==> src/rtl/vc_vr_pkg.sv <==
// vc_vr_pkg: shared helpers and types for the valid/credit to valid/ready mux converter.
package vc_vr_pkg;
  function automatic int clog2_min1(input int n);
    return (n > 1) ? $clog2(n) : 1;
  endfunction
  localparam int CREDIT_NUM_DEF = 2;
  typedef logic [$clog2(CREDIT_NUM_DEF+1)-1:0] credit_cnt_t;
endpackage

==> src/rtl/vc_vr_mux_converter_if.sv <==
// vc_vr_mux_converter_if: upstream credit channels plus merged downstream valid/ready port.
interface vc_vr_mux_converter_if #(
  parameter int DATA_WIDTH = 8,
  parameter int CH_NUM     = 4
);
  localparam int CH_IDX_W = vc_vr_pkg::clog2_min1(CH_NUM);
  logic [CH_NUM*DATA_WIDTH-1:0] s_data_i;
  logic [CH_NUM-1:0]            s_valid_i;
  logic [CH_NUM-1:0]            s_credit_o;
  logic [CH_NUM-1:0]            s_err_o;
  logic                         m_ready_i;
  logic [DATA_WIDTH-1:0]        m_data_o;
  logic [CH_IDX_W-1:0]          m_chan_o;
  logic                         m_valid_o;
  modport master (output s_data_i, s_valid_i, m_ready_i,
                  input  s_credit_o, s_err_o, m_data_o, m_chan_o, m_valid_o);
  modport slave  (input  s_data_i, s_valid_i, m_ready_i,
                  output s_credit_o, s_err_o, m_data_o, m_chan_o, m_valid_o);
endinterface

==> src/rtl/vc_vr_chan_fifo.sv <==
// vc_vr_chan_fifo: per-channel skid buffer with credit return pulse and sticky overflow flag.
module vc_vr_chan_fifo import vc_vr_pkg::*; #(
  parameter int DW    = 8,
  parameter int DEPTH = 2
) (
  input  logic          clk,
  input  logic          rst_n,
  input  logic          push,
  input  logic [DW-1:0] data,
  input  logic          pop,
  output logic [DW-1:0] head,
  output logic          nonempty,
  output logic          credit_o,
  output logic          err_o
);
  localparam int PW = clog2_min1(DEPTH);
  localparam int CW = $clog2(DEPTH+1);
  logic [DW-1:0] mem [DEPTH];
  logic [PW-1:0] rd, wr;
  logic [CW-1:0] cnt;
  logic          full, wr_en;
  function automatic logic [PW-1:0] inc(input logic [PW-1:0] p);
    return (p == PW'(DEPTH-1)) ? '0 : p + 1'b1;
  endfunction
  assign full     = cnt == CW'(DEPTH);
  assign wr_en    = push && (!full || pop);
  assign head     = mem[rd];
  assign nonempty = cnt != '0;
  always_ff @(posedge clk)
    if (wr_en) mem[wr] <= data;
  // a push into a full buffer only survives if the head leaves in the same cycle
  always_ff @(posedge clk or negedge rst_n) begin
    if (!rst_n) begin
      rd       <= '0;
      wr       <= '0;
      cnt      <= '0;
      credit_o <= 1'b0;
      err_o    <= 1'b0;
    end else begin
      if (wr_en) wr <= inc(wr);
      if (pop) rd <= inc(rd);
      cnt      <= cnt + CW'(wr_en) - CW'(pop);
      credit_o <= pop;
      err_o    <= err_o | (push && !wr_en);
    end
  end
endmodule

==> src/rtl/vc_vr_mux_converter.sv <==
// vc_vr_mux_converter: merges CH_NUM valid/credit channels onto one valid/ready port
// with round-robin arbitration that freezes its grant under backpressure.
module vc_vr_mux_converter import vc_vr_pkg::*; #(
  parameter int DATA_WIDTH = 8,
  parameter int CREDIT_NUM = 2,
  parameter int CH_NUM     = 4
) (
  input logic                  clk,
  input logic                  rst_n,
  vc_vr_mux_converter_if.slave bus
);
  localparam int IW = clog2_min1(CH_NUM);
  logic [DATA_WIDTH-1:0] head [CH_NUM];
  logic [CH_NUM-1:0]     ne, pop, cred, err;
  logic [IW-1:0]         ptr, grant, sel, lock_ch, last_chan;
  logic [DATA_WIDTH-1:0] last_data;
  logic                  locked, found, xfer;
  for (genvar c = 0; c < CH_NUM; c++) begin : g_ch
    vc_vr_chan_fifo #(.DW(DATA_WIDTH), .DEPTH(CREDIT_NUM)) u_fifo (
      .clk(clk), .rst_n(rst_n),
      .push(bus.s_valid_i[c]), .data(bus.s_data_i[c*DATA_WIDTH +: DATA_WIDTH]),
      .pop(pop[c]), .head(head[c]), .nonempty(ne[c]),
      .credit_o(cred[c]), .err_o(err[c])
    );
  end
  always_comb begin
    grant = ptr;
    found = 1'b0;
    for (int i = 0; i < CH_NUM; i++)
      if (!found && ne[(int'(ptr) + i) % CH_NUM]) begin
        grant = IW'((int'(ptr) + i) % CH_NUM);
        found = 1'b1;
      end
  end
  assign sel            = locked ? lock_ch : grant;
  assign bus.m_valid_o  = |ne;
  assign xfer           = bus.m_valid_o && bus.m_ready_i;
  assign pop            = xfer ? (CH_NUM'(1) << sel) : '0;
  assign bus.m_data_o   = bus.m_valid_o ? head[sel] : last_data;
  assign bus.m_chan_o   = bus.m_valid_o ? sel : last_chan;
  assign bus.s_credit_o = cred;
  assign bus.s_err_o    = err;
  // an offered but unaccepted beat pins the grant until its handshake
  always_ff @(posedge clk or negedge rst_n) begin
    if (!rst_n) begin
      ptr       <= '0;
      locked    <= 1'b0;
      lock_ch   <= '0;
      last_data <= '0;
      last_chan <= '0;
    end else begin
      locked  <= bus.m_valid_o && !bus.m_ready_i;
      lock_ch <= sel;
      if (bus.m_valid_o) begin
        last_data <= head[sel];
        last_chan <= sel;
      end
      if (xfer) ptr <= (sel == IW'(CH_NUM-1)) ? '0 : sel + 1'b1;
    end
  end
endmodule

==> src/flat_wrapper.sv <==
// flat-port wrapper written by rule: the top's interface ports become plain ports
module vc_vr_mux_converter_flat import vc_vr_pkg::*;
#(
  parameter int DATA_WIDTH = 8,
  parameter int CREDIT_NUM = 2,
  parameter int CH_NUM     = 4
)
  (clk, rst_n, bus_s_data_i, bus_s_valid_i, bus_m_ready_i, bus_s_credit_o, bus_s_err_o, bus_m_data_o, bus_m_chan_o, bus_m_valid_o);
  vc_vr_mux_converter_if #(.DATA_WIDTH(DATA_WIDTH), .CH_NUM(CH_NUM)) bus_i ();
  input logic clk;
  input logic rst_n;
  input wire logic [$bits(bus_i.s_data_i)-1:0] bus_s_data_i;
  input wire logic [$bits(bus_i.s_valid_i)-1:0] bus_s_valid_i;
  input wire logic [$bits(bus_i.m_ready_i)-1:0] bus_m_ready_i;
  output wire logic [$bits(bus_i.s_credit_o)-1:0] bus_s_credit_o;
  output wire logic [$bits(bus_i.s_err_o)-1:0] bus_s_err_o;
  output wire logic [$bits(bus_i.m_data_o)-1:0] bus_m_data_o;
  output wire logic [$bits(bus_i.m_chan_o)-1:0] bus_m_chan_o;
  output wire logic [$bits(bus_i.m_valid_o)-1:0] bus_m_valid_o;
  assign bus_i.s_data_i = bus_s_data_i;
  assign bus_i.s_valid_i = bus_s_valid_i;
  assign bus_i.m_ready_i = bus_m_ready_i;
  assign bus_s_credit_o = bus_i.s_credit_o;
  assign bus_s_err_o = bus_i.s_err_o;
  assign bus_m_data_o = bus_i.m_data_o;
  assign bus_m_chan_o = bus_i.m_chan_o;
  assign bus_m_valid_o = bus_i.m_valid_o;
  vc_vr_mux_converter #(.DATA_WIDTH(DATA_WIDTH), .CREDIT_NUM(CREDIT_NUM), .CH_NUM(CH_NUM)) u_core (.clk(clk), .rst_n(rst_n), .bus(bus_i));
endmodule
==> config.mk <==
export PLATFORM = sky130hd
export DESIGN_NAME = vc_vr_mux_converter_flat
export DESIGN_NICKNAME = d
export VERILOG_FILES = /design/src/rtl/vc_vr_pkg.sv /design/src/rtl/vc_vr_mux_converter_if.sv /design/src/rtl/vc_vr_chan_fifo.sv /design/src/rtl/vc_vr_mux_converter.sv /design/src/flat_wrapper.sv
export SDC_FILE = /design/constraint.sdc
export NUM_CORES = 1
export LEC_CHECK = 0
export ABC_AREA = 1
export CAP_MARGIN = 20
export CORE_UTILIZATION = 60
export DETAILED_ROUTE_END_ITERATION = 6
export PLACE_DENSITY_LB_ADDON = 0.15
export SYNTH_ARGS = -nofsm -noshare
export SYNTH_HDL_FRONTEND = slang
export SYNTH_SLANG_ARGS = --single-unit
==> constraint.sdc <==
create_clock -name clk -period 5.65 [get_ports clk]
set_input_delay 1.13 -clock clk [delete_from_list [all_inputs] [get_ports clk]]
set_output_delay 1.13 -clock clk [all_outputs]
set_load 0.05 [all_outputs]
==> Word level (Yosys, flattened, before mapping) <==
Memories as Yosys holds them, arrays and structs flattened.
Cells that the tools add are included.
{ "word_totals": {"ff_bits": 39, "ramBits": 64, "input_bits": 39, "mem_count": 4} }
{ "memory_table": {"columns": ["name", "words", "word_bits", "rd", "rd_clocked_by_memory_dff", "write_ports", "line", "rtl"], "rows": [
  ["u_core.g_ch[0].u_fifo.mem", 2, 8, 1, 0, 1, "vc_vr_chan_fifo.sv:18", "logic [DW-1:0] mem [DEPTH];"],
  ["u_core.g_ch[1].u_fifo.mem", 2, 8, 1, 0, 1, "vc_vr_chan_fifo.sv:18", null],
  ["u_core.g_ch[2].u_fifo.mem", 2, 8, 1, 0, 1, "vc_vr_chan_fifo.sv:18", null],
  ["u_core.g_ch[3].u_fifo.mem", 2, 8, 1, 0, 1, "vc_vr_chan_fifo.sv:18", null]
]} }
{ "op_classes": {"addsub": 20, "n_lt_le_gt_ge": 5, "n_eq_ne": 5, "shifts": 1, "n_mux": 41, "bitwise": 8, "reduce_logical": 37} }
{ "ops": {"columns": ["cell", "n"], "rows": [
  ["1-bit 2-to-1 mux", 26],
  ["8-bit 2-to-1 mux", 3],
  ["8-bit binary-select mux with 2-bit select", 1],
  ["1-bit logical AND", 13],
  ["1-bit zero test", 12],
  ["3-bit by 4-bit < comparator with 1-bit output (second input constant)", 3],
  ["2-bit 2-to-1 mux", 6],
  ["2-bit == test (second input constant)", 5],
  ["1-bit adder (second input constant)", 8],
  ["2-bit by 1-bit adder with 2-bit output", 4],
  ["1-bit binary-select mux with 2-bit select", 4],
  ["2-bit nonzero test", 4],
  ["2-bit by 1-bit subtractor with 2-bit output", 4],
  ["2-bit OR reduction", 3],
  ["2-bit by 1-bit adder with 2-bit output (second input constant)", 2],
  ["2-bit adder (second input constant)", 2],
  ["1-bit logical OR", 4],
  ["4-bit 2-to-1 mux", 1],
  ["1-bit OR", 4],
  ["4-bit OR reduction", 1],
  ["1-bit by 2-bit left shift with 4-bit output (first input constant)", 1],
  ["1-bit AND (first input constant)", 3],
  ["3-bit >= comparator (second input constant)", 1],
  ["2-bit by 3-bit < comparator with 1-bit output (second input constant)", 1],
  ["2-bit NOT with 3-bit output", 1]
]} }

==> Logic depth before layout (Yosys ltp) <==
Gate-level depths: netlist of run 1.
{ "depth": {"ltp_word": 22, "depth_mapped": 21} }

==> Modules after synthesis <==
From an unflattened synthesis of run 1, not the netlist that was laid out.
{ "unflattened": {"cells_unflattened": 425, "area_unflattened_um2": 4913.5} }
{ "modules_own_cells": {"columns": ["mod", "instances", "cells_each", "area_per_inst_um2"], "rows": [
  ["vc_vr_chan_fifo", 4, 54, 897.1],
  ["vc_vr_mux_converter", 1, 209, 1325.0]
]} }

==> Worst setup path after synthesis of run 1 <==
OpenSTA, ideal clock, no wires.
{ "synth_path": {"path_kind": "reg-to-output", "startpoint": "register u_core.ptr[1]", "endpoint": "output port bus_m_chan_o[1]", "arrival_time_ns": 2.519, "t_required_ns": 4.520, "setup_slack_ns": 2.001, "path_stages_with_launch": 13, "cell_sequence": "dfrtp_1 -> buf_6 -> inv_6 -> nand2_1 -> nand2_2 -> nand3_2 -> nand2_4 -> nand3_1 -> nand3_1 -> nand3_1 -> nand3_1 -> nand2_2 -> o21ai_0"} }
{ "synth_between": {"elab_chain_cells": 14, "word_cells_on_any_way": 28} }
{ "synth_lines": {"columns": ["element", "line", "rtl"], "rows": [
  ["from (decl)", "vc_vr_mux_converter.sv:15", "logic [IW-1:0] ptr, grant, sel, lock_ch, last_chan;"],
  ["from (signal assigned)", "vc_vr_mux_converter.sv:58", "if (xfer) ptr <= (sel == IW'(CH_NUM-1)) ? '0 : sel + 1'b1;"],
  ["2-bit by 1-bit adder with 2-bit output / 1-bit binary-select mux with 2-bit select (equally long branches)", "vc_vr_mux_converter.sv:30, vc_vr_mux_converter.sv:31", null],
  ["1-bit binary-select mux with 2-bit select / 1-bit 2-to-1 mux (equally long branches)", "vc_vr_mux_converter.sv:30", "if (!found && ne[(int'(ptr) + i) % CH_NUM]) begin"],
  ["1-bit 2-to-1 mux (not written as such)", "vc_vr_mux_converter.sv:30", null],
  ["1-bit 2-to-1 mux (not written as such) / 1-bit zero test (equally long branches)", "vc_vr_mux_converter.sv:30", null],
  ["1-bit logical AND", "vc_vr_mux_converter.sv:30", null],
  ["1-bit 2-to-1 mux", "vc_vr_mux_converter.sv:30", null],
  ["1-bit zero test", "vc_vr_mux_converter.sv:30", null],
  ["1-bit logical AND", "vc_vr_mux_converter.sv:30", null],
  ["1-bit 2-to-1 mux", "vc_vr_mux_converter.sv:30", null],
  ["1-bit zero test", "vc_vr_mux_converter.sv:30", null],
  ["1-bit logical AND", "vc_vr_mux_converter.sv:30", null],
  ["2-bit 2-to-1 mux *", "vc_vr_mux_converter.sv:30", null],
  ["2-bit 2-to-1 mux *", "vc_vr_mux_converter.sv:35", "assign sel = locked ? lock_ch : grant;"],
  ["2-bit 2-to-1 mux *", "vc_vr_mux_converter.sv:40", "assign bus.m_chan_o = bus.m_valid_o ? sel : last_chan;"],
  ["to (decl)", "flat_wrapper.sv:18", "output wire logic [$bits(bus_i.m_chan_o)-1:0] bus_m_chan_o;"]
]} }
Every way passes the cells marked *; elsewhere a longest branch is shown, timed or not. The select of a mux whose other input is x is not followed.

==> Final worst setup path of run 1 <==
{ "layout_path": {"startpoint": "register u_core.ptr[1]", "endpoint": "output port bus_m_data_o[0]"} }
{ "layout_between": {"elab_chain_cells": 18, "word_cells_on_any_way": 32} }
{ "layout_lines": {"columns": ["element", "line", "rtl"], "rows": [
  ["2-bit by 1-bit adder with 2-bit output / 1-bit binary-select mux with 2-bit select (equally long branches)", "vc_vr_mux_converter.sv:30, vc_vr_mux_converter.sv:31", null],
  ["1-bit binary-select mux with 2-bit select / 1-bit 2-to-1 mux (equally long branches)", "vc_vr_mux_converter.sv:30", null],
  ["1-bit 2-to-1 mux (not written as such)", "vc_vr_mux_converter.sv:30", null],
  ["1-bit 2-to-1 mux (not written as such) / 1-bit zero test (equally long branches)", "vc_vr_mux_converter.sv:30", null],
  ["1-bit logical AND", "vc_vr_mux_converter.sv:30", null],
  ["1-bit 2-to-1 mux", "vc_vr_mux_converter.sv:30", null],
  ["1-bit zero test", "vc_vr_mux_converter.sv:30", null],
  ["1-bit logical AND", "vc_vr_mux_converter.sv:30", null],
  ["1-bit 2-to-1 mux", "vc_vr_mux_converter.sv:30", null],
  ["1-bit zero test", "vc_vr_mux_converter.sv:30", null],
  ["1-bit logical AND", "vc_vr_mux_converter.sv:30", null],
  ["2-bit 2-to-1 mux *", "vc_vr_mux_converter.sv:30", null],
  ["2-bit 2-to-1 mux *", "vc_vr_mux_converter.sv:35", null],
  ["2-bit NOT with 3-bit output (not written as such) *", "vc_vr_mux_converter.sv:39", "assign bus.m_data_o = bus.m_valid_o ? head[sel] : last_data;"],
  ["8-bit binary-select mux with 2-bit select *", "vc_vr_mux_converter.sv:39", null],
  ["8-bit 2-to-1 mux (not written as such) * (2 in series)", "vc_vr_mux_converter.sv:39", null],
  ["8-bit 2-to-1 mux *", "vc_vr_mux_converter.sv:39", null],
  ["to (decl)", "flat_wrapper.sv:17", "output wire logic [$bits(bus_i.m_data_o)-1:0] bus_m_data_o;"]
]} }
Marked as above.

==> results.json, run 1 <==
{
  "status": "finished clean",
  "placed_area_sq_um": 5260,
  "ys_ff_latch": 103,
  "leakagePower_uw": 0.00233,
  "crit_buf_inv": 2,
  "hp-class": "reg2reg",
  "globalplace.congestion": 0.856,
  "min_to": "u_core.g_ch[3].u_fifo.wr",
  "yosys_warnings": 0,
  "nNetsFinal": 498,
  "path_common_cell": "nand2_1",
  "min_period_ps": 4470,
  "routed_wl_um": 8420,
  "worst_ir_drop_vdd_mv": 0.565,
  "die_area_sq_um": 8200,
  "worst_setup_path_end_kind": "output port",
  "grt_pass1_vias": 3077,
  "clkSinkCount": 103,
  "final-hold-violation-count": 0,
  "row_count": 31,
  "r2r_slack_ps": 2610,
  "max-cap-violations": 0,
  "rsz0062_at_grt": "false",
  "combinationalPowerShare": 0.494,
  "r2r-end": "u_core.g_ch[2].u_fifo.mem[1][0]",
  "whs_ps": 481,
  "num_io_pins": 58,
  "cp_top_family": "simple AND/OR/NAND/NOR gates",
  "cp_max_fo": 36,
  "fin_area_sq_um": 5470,
  "yosysSeqAreaShare": 0.616,
  "synthTopCellsByArea": "edfxtp_1 (41%), dfrtp_1 (21%), nand2_1 (9.0%), mux2_2 (3.8%), mux2i_1 (3.4%)",
  "fin_skew_ps": 14.7,
  "track_usage": 0.227,
  "cp.arrival_ps": 3340,
  "vias": 2933,
  "cpPeakStageDelay_ps": 820,
  "die_h_um": 90.6,
  "power-per-cell-area_nw_per_um2": 604,
  "detail_route.drc_violations": 0,
  "post_cts_buffers": 0,
  "clockRootBuffer": "clkbuf_8",
  "die_width_um": 90.6,
  "start_util": 0.635,
  "syn_nets": 448,
  "clockBufferDepth": 2,
  "hold_path_depth": 2,
  "finalMaxSlewViolations": 0,
  "synth_top_area_cell": "edfxtp_1",
  "worstPathCellList": "inv_6 > nand2_1 > nand2_2 > nand3_2 > nand2_4 > nand2_1 > nand2_1 > nand2_1 > nand2_2 > nand3_4 > nand2_8 > nand2_1 > o21ai_1 > nand2_1 > nand2_1 > nand2_1 > nand2_1 > clkdlybuf4s50_1",
  "cp.required_ps": 4520,
  "switching_share": 0.451,
  "final_layout_size_suffix_gt1_frac": 0.158,
  "io_buffers": 57,
  "synthDistinctLibCells": 35,
  "grt_max_degree": 40,
  "final_antenna_net_count": 0,
  "reg2reg_depth": 12,
  "syn-cell-area_sq_um": 4710,
  "tightest_slew_ps": 907,
  "htree_levels": 3,
  "cts_hold_buf": 0,
  "cts_tree": "done",
  "setup_viol": 0,
  "wire_per_inst_um": 15.2,
  "antenna_found_initial": 0,
  "clock_latency_ps": 370,
  "avgSynthCellArea_sq_um": 11.7,
  "numCtsBuffers": 9,
  "criticalPathCategory": "reg2out",
  "drt_iter0_markers": 104,
  "syn-instance-count": 401,
  "intPower_uw": 1810,
  "gr-total-overflow": 0,
  "slew_headroom": 0.396,
  "post_drt_via_cell_ratio": 5.28,
  "min-delay-start": "u_core.g_ch[3].u_fifo.wr",
  "dr.pass1.iters": 4,
  "setup_tns_ps": 0,
  "coreArea_sq_um": 7410,
  "worst_setup_path_start_kind": "flip-flop",
  "yosys.area.top_type_share": 0.408,
  "cts_resized": 0,
  "p_switching_uw": 1490,
  "clkTransAtPathRegs_ps": 100,
  "syn_to_final_growth_pct": 16.2,
  "detailed_place_hpwl_um": 6310,
  "period_share": 0.792,
  "pwr-share-clk": 0.140,
  "p_seq_frac": 0.366,
  "fmax_ghz": 0.224,
  "diodes": 0,
  "grt_first_pass_wirelength_um": 14300,
  "slowest_stage": "clkdlybuf4s50_1",
  "rr_startpoint": "u_core.ptr[0]"
}
logic make-up after synthesis:
group / after synthesis / share of synthesized area
AND/OR/NAND/NOR: 176 / 0.185
flip-flops: 103 / 0.616
buffers and inverters: 46 / 0.0540
multiplexers: 32 / 0.0723
AO/OA/AOI/OAI: 24 / 0.0295
XOR/XNOR: 12 / 0.0223
adder cells (fa/ha/maj): 8 / 0.0213
worst max-delay path by stage:
stage             startpoint              end  cells after the start
3_3_place_gp   u_core.ptr[1]  bus_m_data_o[7]                     17
2_1_floorplan  u_core.ptr[1]  bus_m_chan_o[1]                     12
6_report       u_core.ptr[1]  bus_m_data_o[0]                     18
3_5_place_dp   u_core.ptr[1]  bus_m_data_o[0]                     18
5_1_grt        u_core.ptr[0]  bus_m_data_o[0]                     17
4_1_cts        u_core.ptr[1]  bus_m_data_o[0]                     18
per-layer routing:
metal	track usage	part of all wire
met3	0.0463	0.038
met2	0.388	0.51
met4	0.0847	0.015
met5	0	0
met1	0.287	0.43
layout make-up:
cell class / instances / area, sq um
tap: 99 / 124
fill: 512 / 1940
clock buffer: 10 / 138
clock inverter: 6 / 67.6
sequential: 103 / 2900
inverter: 27 / 114
multi-input combinational: 252 / 1560
timing repair buffer: 58 / 573
tightest hold or removal path, stage by stage (launching register included):
cell	delay [ps]
dfrtp_1	360
nand2_1	50
nand2_1	40
sequential cells by signal, indices dropped and copies added, names as in the netlist:
register and flops:
u_core.g_ch.u_fifo.err_o 4, u_core.locked 1, u_core.g_ch.u_fifo.cnt 8, u_core.last_data 8, u_core.g_ch.u_fifo.rd 4, u_core.g_ch.u_fifo.mem 64, u_core.ptr 2, u_core.lock_ch 2
u_core.g_ch.u_fifo.credit_o 4, u_core.g_ch.u_fifo.wr 4, u_core.last_chan 2
synthesized netlist by cell type:
cell type / count
buf_2: 1
mux2_2: 16
inv_1: 25
ha_1: 8
nor2_1: 11
nand3_2: 4
xor2_1: 4
edfxtp_1: 64
o21ai_0: 1
nand4_1: 1
nand3_4: 1
buf_6: 5
inv_6: 1
nand4_2: 1
nand4_4: 1
o21ai_1: 16
xnor2_1: 8
or2_2: 1
inv_8: 1
nand2_8: 1
nand3_1: 17
nand2_2: 14
clkbuf_1: 1
nor2_4: 3
dfrtp_1: 39
o211ai_1: 1
buf_4: 8
nor2_2: 3
mux2i_1: 16
a31oi_1: 1
o21bai_1: 3
nand2_1: 113
buf_1: 4
a31o_2: 2
nand2_4: 5
per-stage QoR:
step                 util  std cells  total power (uW)  setup WS [ps]
floorplan               -        401              2480           2000
global placement    0.711        539              2810           1680
detailed placement  0.711        539              2860           1600
CTS                 0.738        555              3330           1180
global route        0.738        555              3530            879
finish              0.738        555              3300           1180
power by group through the flow:
stage	sequential (uW)	combinational [uW]	clock, uW
CTS	1210	1650	472
global placement	1210	1590	0
finish	1210	1630	464
global route	1230	1790	503
floorplan	1130	1360	0
detailed placement	1220	1640	0
placed cells by master, fill, tap and decap left out, types with 5 or more instances in the layout:
cell type,instances
nand2_1,113
edfxtp_1,64
clkdlybuf4s50_1,56
dfrtp_1,39
inv_1,25
nand3_1,17
mux2i_1,16
mux2_2,16
o21ai_1,16
nand2_2,14
nor2_1,11
clkbuf_8,10
xnor2_1,8
ha_1,8
nand2_4,5
(Power assumes the default switching activity.)
==> run 2, diff against run 1 <==
CORE_UTILIZATION = 50   (was 60)
clock period = 4.1 ns   (was 5.65 ns; I/O delays follow)
==> results.json, run 2 (same netlist as run 1, synthesis figures left out) <==
{
  "gr-total-overflow": 0,
  "final_cell_mix": "nand2_1 (113), edfxtp_1 (64), clkdlybuf4s50_1 (47)",
  "clockRootBuffer": "clkbuf_8",
  "leakagePower_uw": 0.00235,
  "drt_iter0_markers": 102,
  "setup_viol": 0,
  "worst_setup_path_start_kind": "flip-flop",
  "slew_headroom": 0.400,
  "cp.required_ps": 3280,
  "fin_skew_ps": 14.5,
  "num_io_pins": 58,
  "final-hold-violation-count": 0,
  "die_h_um": 99.0,
  "post_cts_buffers": 0,
  "crit_buf_inv": 2,
  "power_uw": 4440,
  "die_width_um": 99.0,
  "routed_wl_um": 8200,
  "dr.pass1.iters": 5,
  "htree_levels": 3,
  "wire_per_inst_um": 14.5,
  "largest_register_ffs": 64,
  "power-per-cell-area_nw_per_um2": 812,
  "final_antenna_net_count": 0,
  "antenna_found_initial": 0,
  "grt_max_degree": 40,
  "diodes": 0,
  "worst_ir_drop_vdd_mv": 0.746,
  "globalplace.congestion": 0.748,
  "coreArea_sq_um": 9200,
  "cp_max_fo": 36,
  "hp-class": "reg2reg",
  "row_count": 35,
  "post_drt_via_cell_ratio": 5.08,
  "final_layout_size_suffix_gt1_frac": 0.160,
  "period_share": 0.939,
  "detail_route.drc_violations": 0,
  "finalMaxSlewViolations": 0,
  "max-cap-violations": 0,
  "vias": 2878,
  "cp_top_family": "simple AND/OR/NAND/NOR gates",
  "criticalPathCategory": "reg2out",
  "instances_no_fill": 567,
  "syn_to_final_growth_pct": 16.1,
  "fmax_ghz": 0.260,
  "fillers": 772,
  "cpPeakStageDelay_ps": 600,
  "detailed_place_hpwl_um": 6030,
  "grt_pass1_vias": 2744,
  "slowest_stage": "dfrtp_1",
  "start_util": 0.512,
  "dp.cells": 551,
  "whs_ps": 482,
  "status": "finished clean",
  "worstPathCellList": "inv_6 > nand2_2 > nand2_2 > nand2_1 > nand2_1 > nor2_4 > nand2_2 > nand2_2 > nand3_4 > nand2_8 > nand2_1 > o21ai_1 > nand2_1 > nand2_1 > nand2_1 > nand2_1 > dlygate4sd2_1",
  "nNetsFinal": 498,
  "track_usage": 0.182,
  "clkTransAtPathRegs_ps": 110,
  "min_period_ps": 3850,
  "worst_setup_path_end_kind": "output port",
  "clock_latency_ps": 370,
  "grt_first_pass_wirelength_um": 13300,
  "cp.arrival_ps": 3030,
  "rsz0062_at_grt": "false",
  "io_buffers": 57,
  "clockBufferDepth": 2,
  "tightest_slew_ps": 900,
  "final_common_cell": "nand2_1",
  "top_register": "u_core.g_ch.u_fifo.mem",
  "die_area_sq_um": 9810,
  "setup_tns_ps": 0,
  "top_regs": "u_core.g_ch.u_fifo.mem (64), u_core.g_ch.u_fifo.cnt (8), u_core.last_data (8)",
  "path_common_cell": "nand2_1",
  "cts_tree": "done",
  "clkSinkCount": 103,
  "numCtsBuffers": 9
}
## run 2: cell types whose count changed in the layout (fill, tap and decap cells not counted), moves of 2 or more
cell	change
clkinv_4	+2
inv_8	-3
clkdlybuf4s50_1	-9
dlygate4sd2_1	+6
## run 2: final cells by class
class	instances	area (sq um)	share of cell area
Clock buffer	10	128	0.0234
Clock inverter	6	67.6	0.0124
Inverter	27	114	0.0208
Multi-Input combinational cell	252	1560	0.285
Sequential cell	103	2900	0.530
Tap cell	111	139	0.0254
Timing Repair Buffer	58	563	0.103
## run 2: final timing paths
kind	endpoint	from	slack, ps	cells past startpoint
setup reg to reg	u_core.g_ch[3].u_fifo.mem[1][1]	u_core.ptr[1]	1070	14
min in group asynchronous	u_core.last_data[6]	rst_n	570	1
hold reg to reg	u_core.g_ch[1].u_fifo.wr	u_core.g_ch[1].u_fifo.wr	480	2
setup / recovery	bus_m_data_o[7]	u_core.ptr[1]	250	17
hold / removal	u_core.g_ch[1].u_fifo.wr	u_core.g_ch[1].u_fifo.wr	480	2
max in group asynchronous	u_core.ptr[0]	rst_n	2900	1
## run 2: metrics by stage
| step | instance area (sq um) | utilization | setup slack [ps] |
|---|---|---|---|
| floorplan | 4710 | - | 761 |
| global placement | 5280 | 0.574 | 425 |
| detailed placement | 5280 | 0.574 | 353 |
| CTS | 5460 | 0.594 | 90.2 |
| global route | 5470 | 0.594 | 1.81 |
| finish | 5470 | 0.594 | 250 |
## run 2: routing by layer
metal / part of all wire / up-vias / wire [um] / GRT usage
met4: 0.016 / 0 / 132 / 0.0884
met3: 0.042 / 13 / 342 / 0.0305
li1: - / 1447 / - / -
met5: 0 / - / 0 / 0
met2: 0.50 / 67 / 4110 / 0.293
met1: 0.44 / 1351 / 3620 / 0.242
## run 2: power breakdown
group | switching, uW | total (uW) | internal (uW)
sequential | 200 | 1650 | 1450
combinational | 1450 | 2170 | 721
clock | 374 | 612 | 238
total | 2020 | 4440 | 2410
## run 2: timing repair
action                                  4_1_cts  5_1_grt
gates cloned                                  0        0
endpoints found under the setup margin        8        9
gates resized for setup                       8        5
hold buffers                                  0        0
## run 2: tightest hold or removal path: stages, from the launching register on
cell,delay [ps]
dfrtp_1,360
nand2_1,50
nand2_1,50
==> run 3, diff against run 2 <==
CORE_UTILIZATION = 40   (was 50)
==> results.json, run 3 (same netlist as run 1, synthesis figures left out) <==
{
  "status": "finished clean",
  "wire_per_inst_um": 13.9,
  "final_common_cell": "nand2_1",
  "period_share": 0.921,
  "htree_levels": 3,
  "cp.required_ps": 3280,
  "slew_headroom": 0.396,
  "cts_tree": "done",
  "leakagePower_uw": 0.00246,
  "whs_ps": 470,
  "syn_to_final_growth_pct": 20.0,
  "io_buffers": 57,
  "clkTransAtPathRegs_ps": 70,
  "max-cap-violations": 0,
  "dr.pass1.iters": 6,
  "fmax_ghz": 0.265,
  "coreArea_sq_um": 11500,
  "detail_route.drc_violations": 0,
  "cp_max_fo": 36,
  "hold_path_depth": 2,
  "globalplace.congestion": 0.791,
  "power-per-cell-area_nw_per_um2": 843,
  "fin_area_sq_um": 5650,
  "num_io_pins": 58,
  "grt_pass1_vias": 2967,
  "clockBufferDepth": 2,
  "setup_viol": 0,
  "worst_ir_drop_vdd_mv": 0.735,
  "setup_tns_ps": 0,
  "final-hold-violation-count": 0,
  "cts_hold_buf": 0,
  "post_drt_via_cell_ratio": 4.80,
  "top_regs": "u_core.g_ch.u_fifo.mem (64), u_core.g_ch.u_fifo.cnt (8), u_core.last_data (8)",
  "grt_first_pass_wirelength_um": 14400,
  "final_antenna_net_count": 0,
  "grt_max_degree": 40,
  "criticalPathCategory": "reg2out",
  "hp-class": "reg2reg",
  "cp.arrival_ps": 2960,
  "die_area_sq_um": 12200,
  "die_h_um": 110,
  "die_width_um": 110,
  "final.setup.worst_slack_ps": 323,
  "place_ws_ps": 377,
  "largest_register_ffs": 64,
  "post_cts_buffers": 0,
  "vias": 2873,
  "fillers": 1028,
  "clock_latency_ps": 340,
  "final_layout_size_suffix_gt1_frac": 0.151,
  "drt_iter0_markers": 86,
  "placed_area_sq_um": 5320,
  "detailed_place_hpwl_um": 6150,
  "antenna_found_initial": 0,
  "numCtsBuffers": 9,
  "min_period_ps": 3780,
  "reg2reg_depth": 14,
  "clockRootBuffer": "clkbuf_16",
  "track_usage": 0.151,
  "diodes": 0,
  "fin_skew_ps": 8.07,
  "top_register": "u_core.g_ch.u_fifo.mem",
  "row_count": 39,
  "final_cell_mix": "nand2_1 (113), edfxtp_1 (64), clkdlybuf4s50_1 (47)",
  "start_util": 0.410,
  "worst_setup_path_start_kind": "flip-flop",
  "tightest_slew_ps": 906,
  "worst_setup_path_end_kind": "output port",
  "finalMaxSlewViolations": 0,
  "rsz0062_at_grt": "false",
  "nNetsFinal": 498,
  "clkSinkCount": 103,
  "routed_wl_um": 8350,
  "gr-total-overflow": 0
}
-- run 3: changes by cell type in the layout (fill, tap and decap cells not counted), moves of 2 or more --
| cell | delta |
|---|---|
| clkbuf_8 | -9 |
| dlymetal6s2s_1 | +6 |
| bufinv_16 | +2 |
| clkbuf_16 | +9 |
| clkinv_8 | -2 |
| clkinv_4 | -2 |
| dlygate4sd2_1 | -4 |
-- run 3: through the flow --
stage,total power [uW],instances,util
2_1_floorplan,3420,401,-
3_3_place_gp,3920,583,0.464
3_5_place_dp,3940,583,0.464
4_1_cts,4840,599,0.491
5_1_grt,5110,599,0.492
6_report,4760,599,0.492
-- run 3: routing by layer --
metal	vias up	global-route usage	wire length [um]
li1	1445	-	-
met3	12	0.0318	279
met4	0	0.0667	149
met5	-	0	0
met2	56	0.242	4010
met1	1360	0.198	3910
-- run 3: where the power goes --
part           internal [uW]  switching (uW)  total, uW
sequential              1460             204       1660
clock                    536             356        892
combinational            763            1440       2210
-- run 3: layout make-up --
class | count | area, sq um | share of cell area
multi-input cells | 252 | 1560 | 0.275
well taps | 143 | 179 | 0.0317
clock buffers | 11 | 233 | 0.0412
repair buffers | 58 | 588 | 0.104
inverters | 27 | 114 | 0.0202
flip-flops and latches | 103 | 2900 | 0.513
clock inverters | 5 | 80.1 | 0.0142
-- run 3: path summary, 6_finish.rpt --
kind	end	slack (ps)	from
min in group asynchronous	u_core.g_ch[3].u_fifo.credit_o	610	rst_n
hold / removal	u_core.g_ch[2].u_fifo.wr	470	u_core.g_ch[2].u_fifo.wr
max in group asynchronous	u_core.g_ch[1].u_fifo.credit_o	2910	rst_n
setup / recovery	bus_m_data_o[3]	320	u_core.ptr[1]
setup reg to reg	u_core.g_ch[1].u_fifo.mem[1][6]	1070	u_core.ptr[1]
hold reg to reg	u_core.g_ch[2].u_fifo.wr	470	u_core.g_ch[2].u_fifo.wr
-- run 3: worst max-delay path, stage by stage, from the launching register on --
cell and delay, ps:
dfrtp_1 600, inv_6 90, nand2_1 90, nand2_2 90, nand2_1 80, nand2_1 100
nor2_4 130, nand2_2 80, nand2_2 90, nand3_4 90, nand2_8 210, nand2_1 80
o21ai_1 90, nand2_1 70, nand2_1 60, nand2_1 50, nand2_1 80, dlygate4sd2_1 530
-- run 3: timing repair --
item / CTS / global route
cloned: 0 / 0
resized for setup: 2 / 7
pin swaps: 0 / 0
setup endpoints to repair: 2 / 7
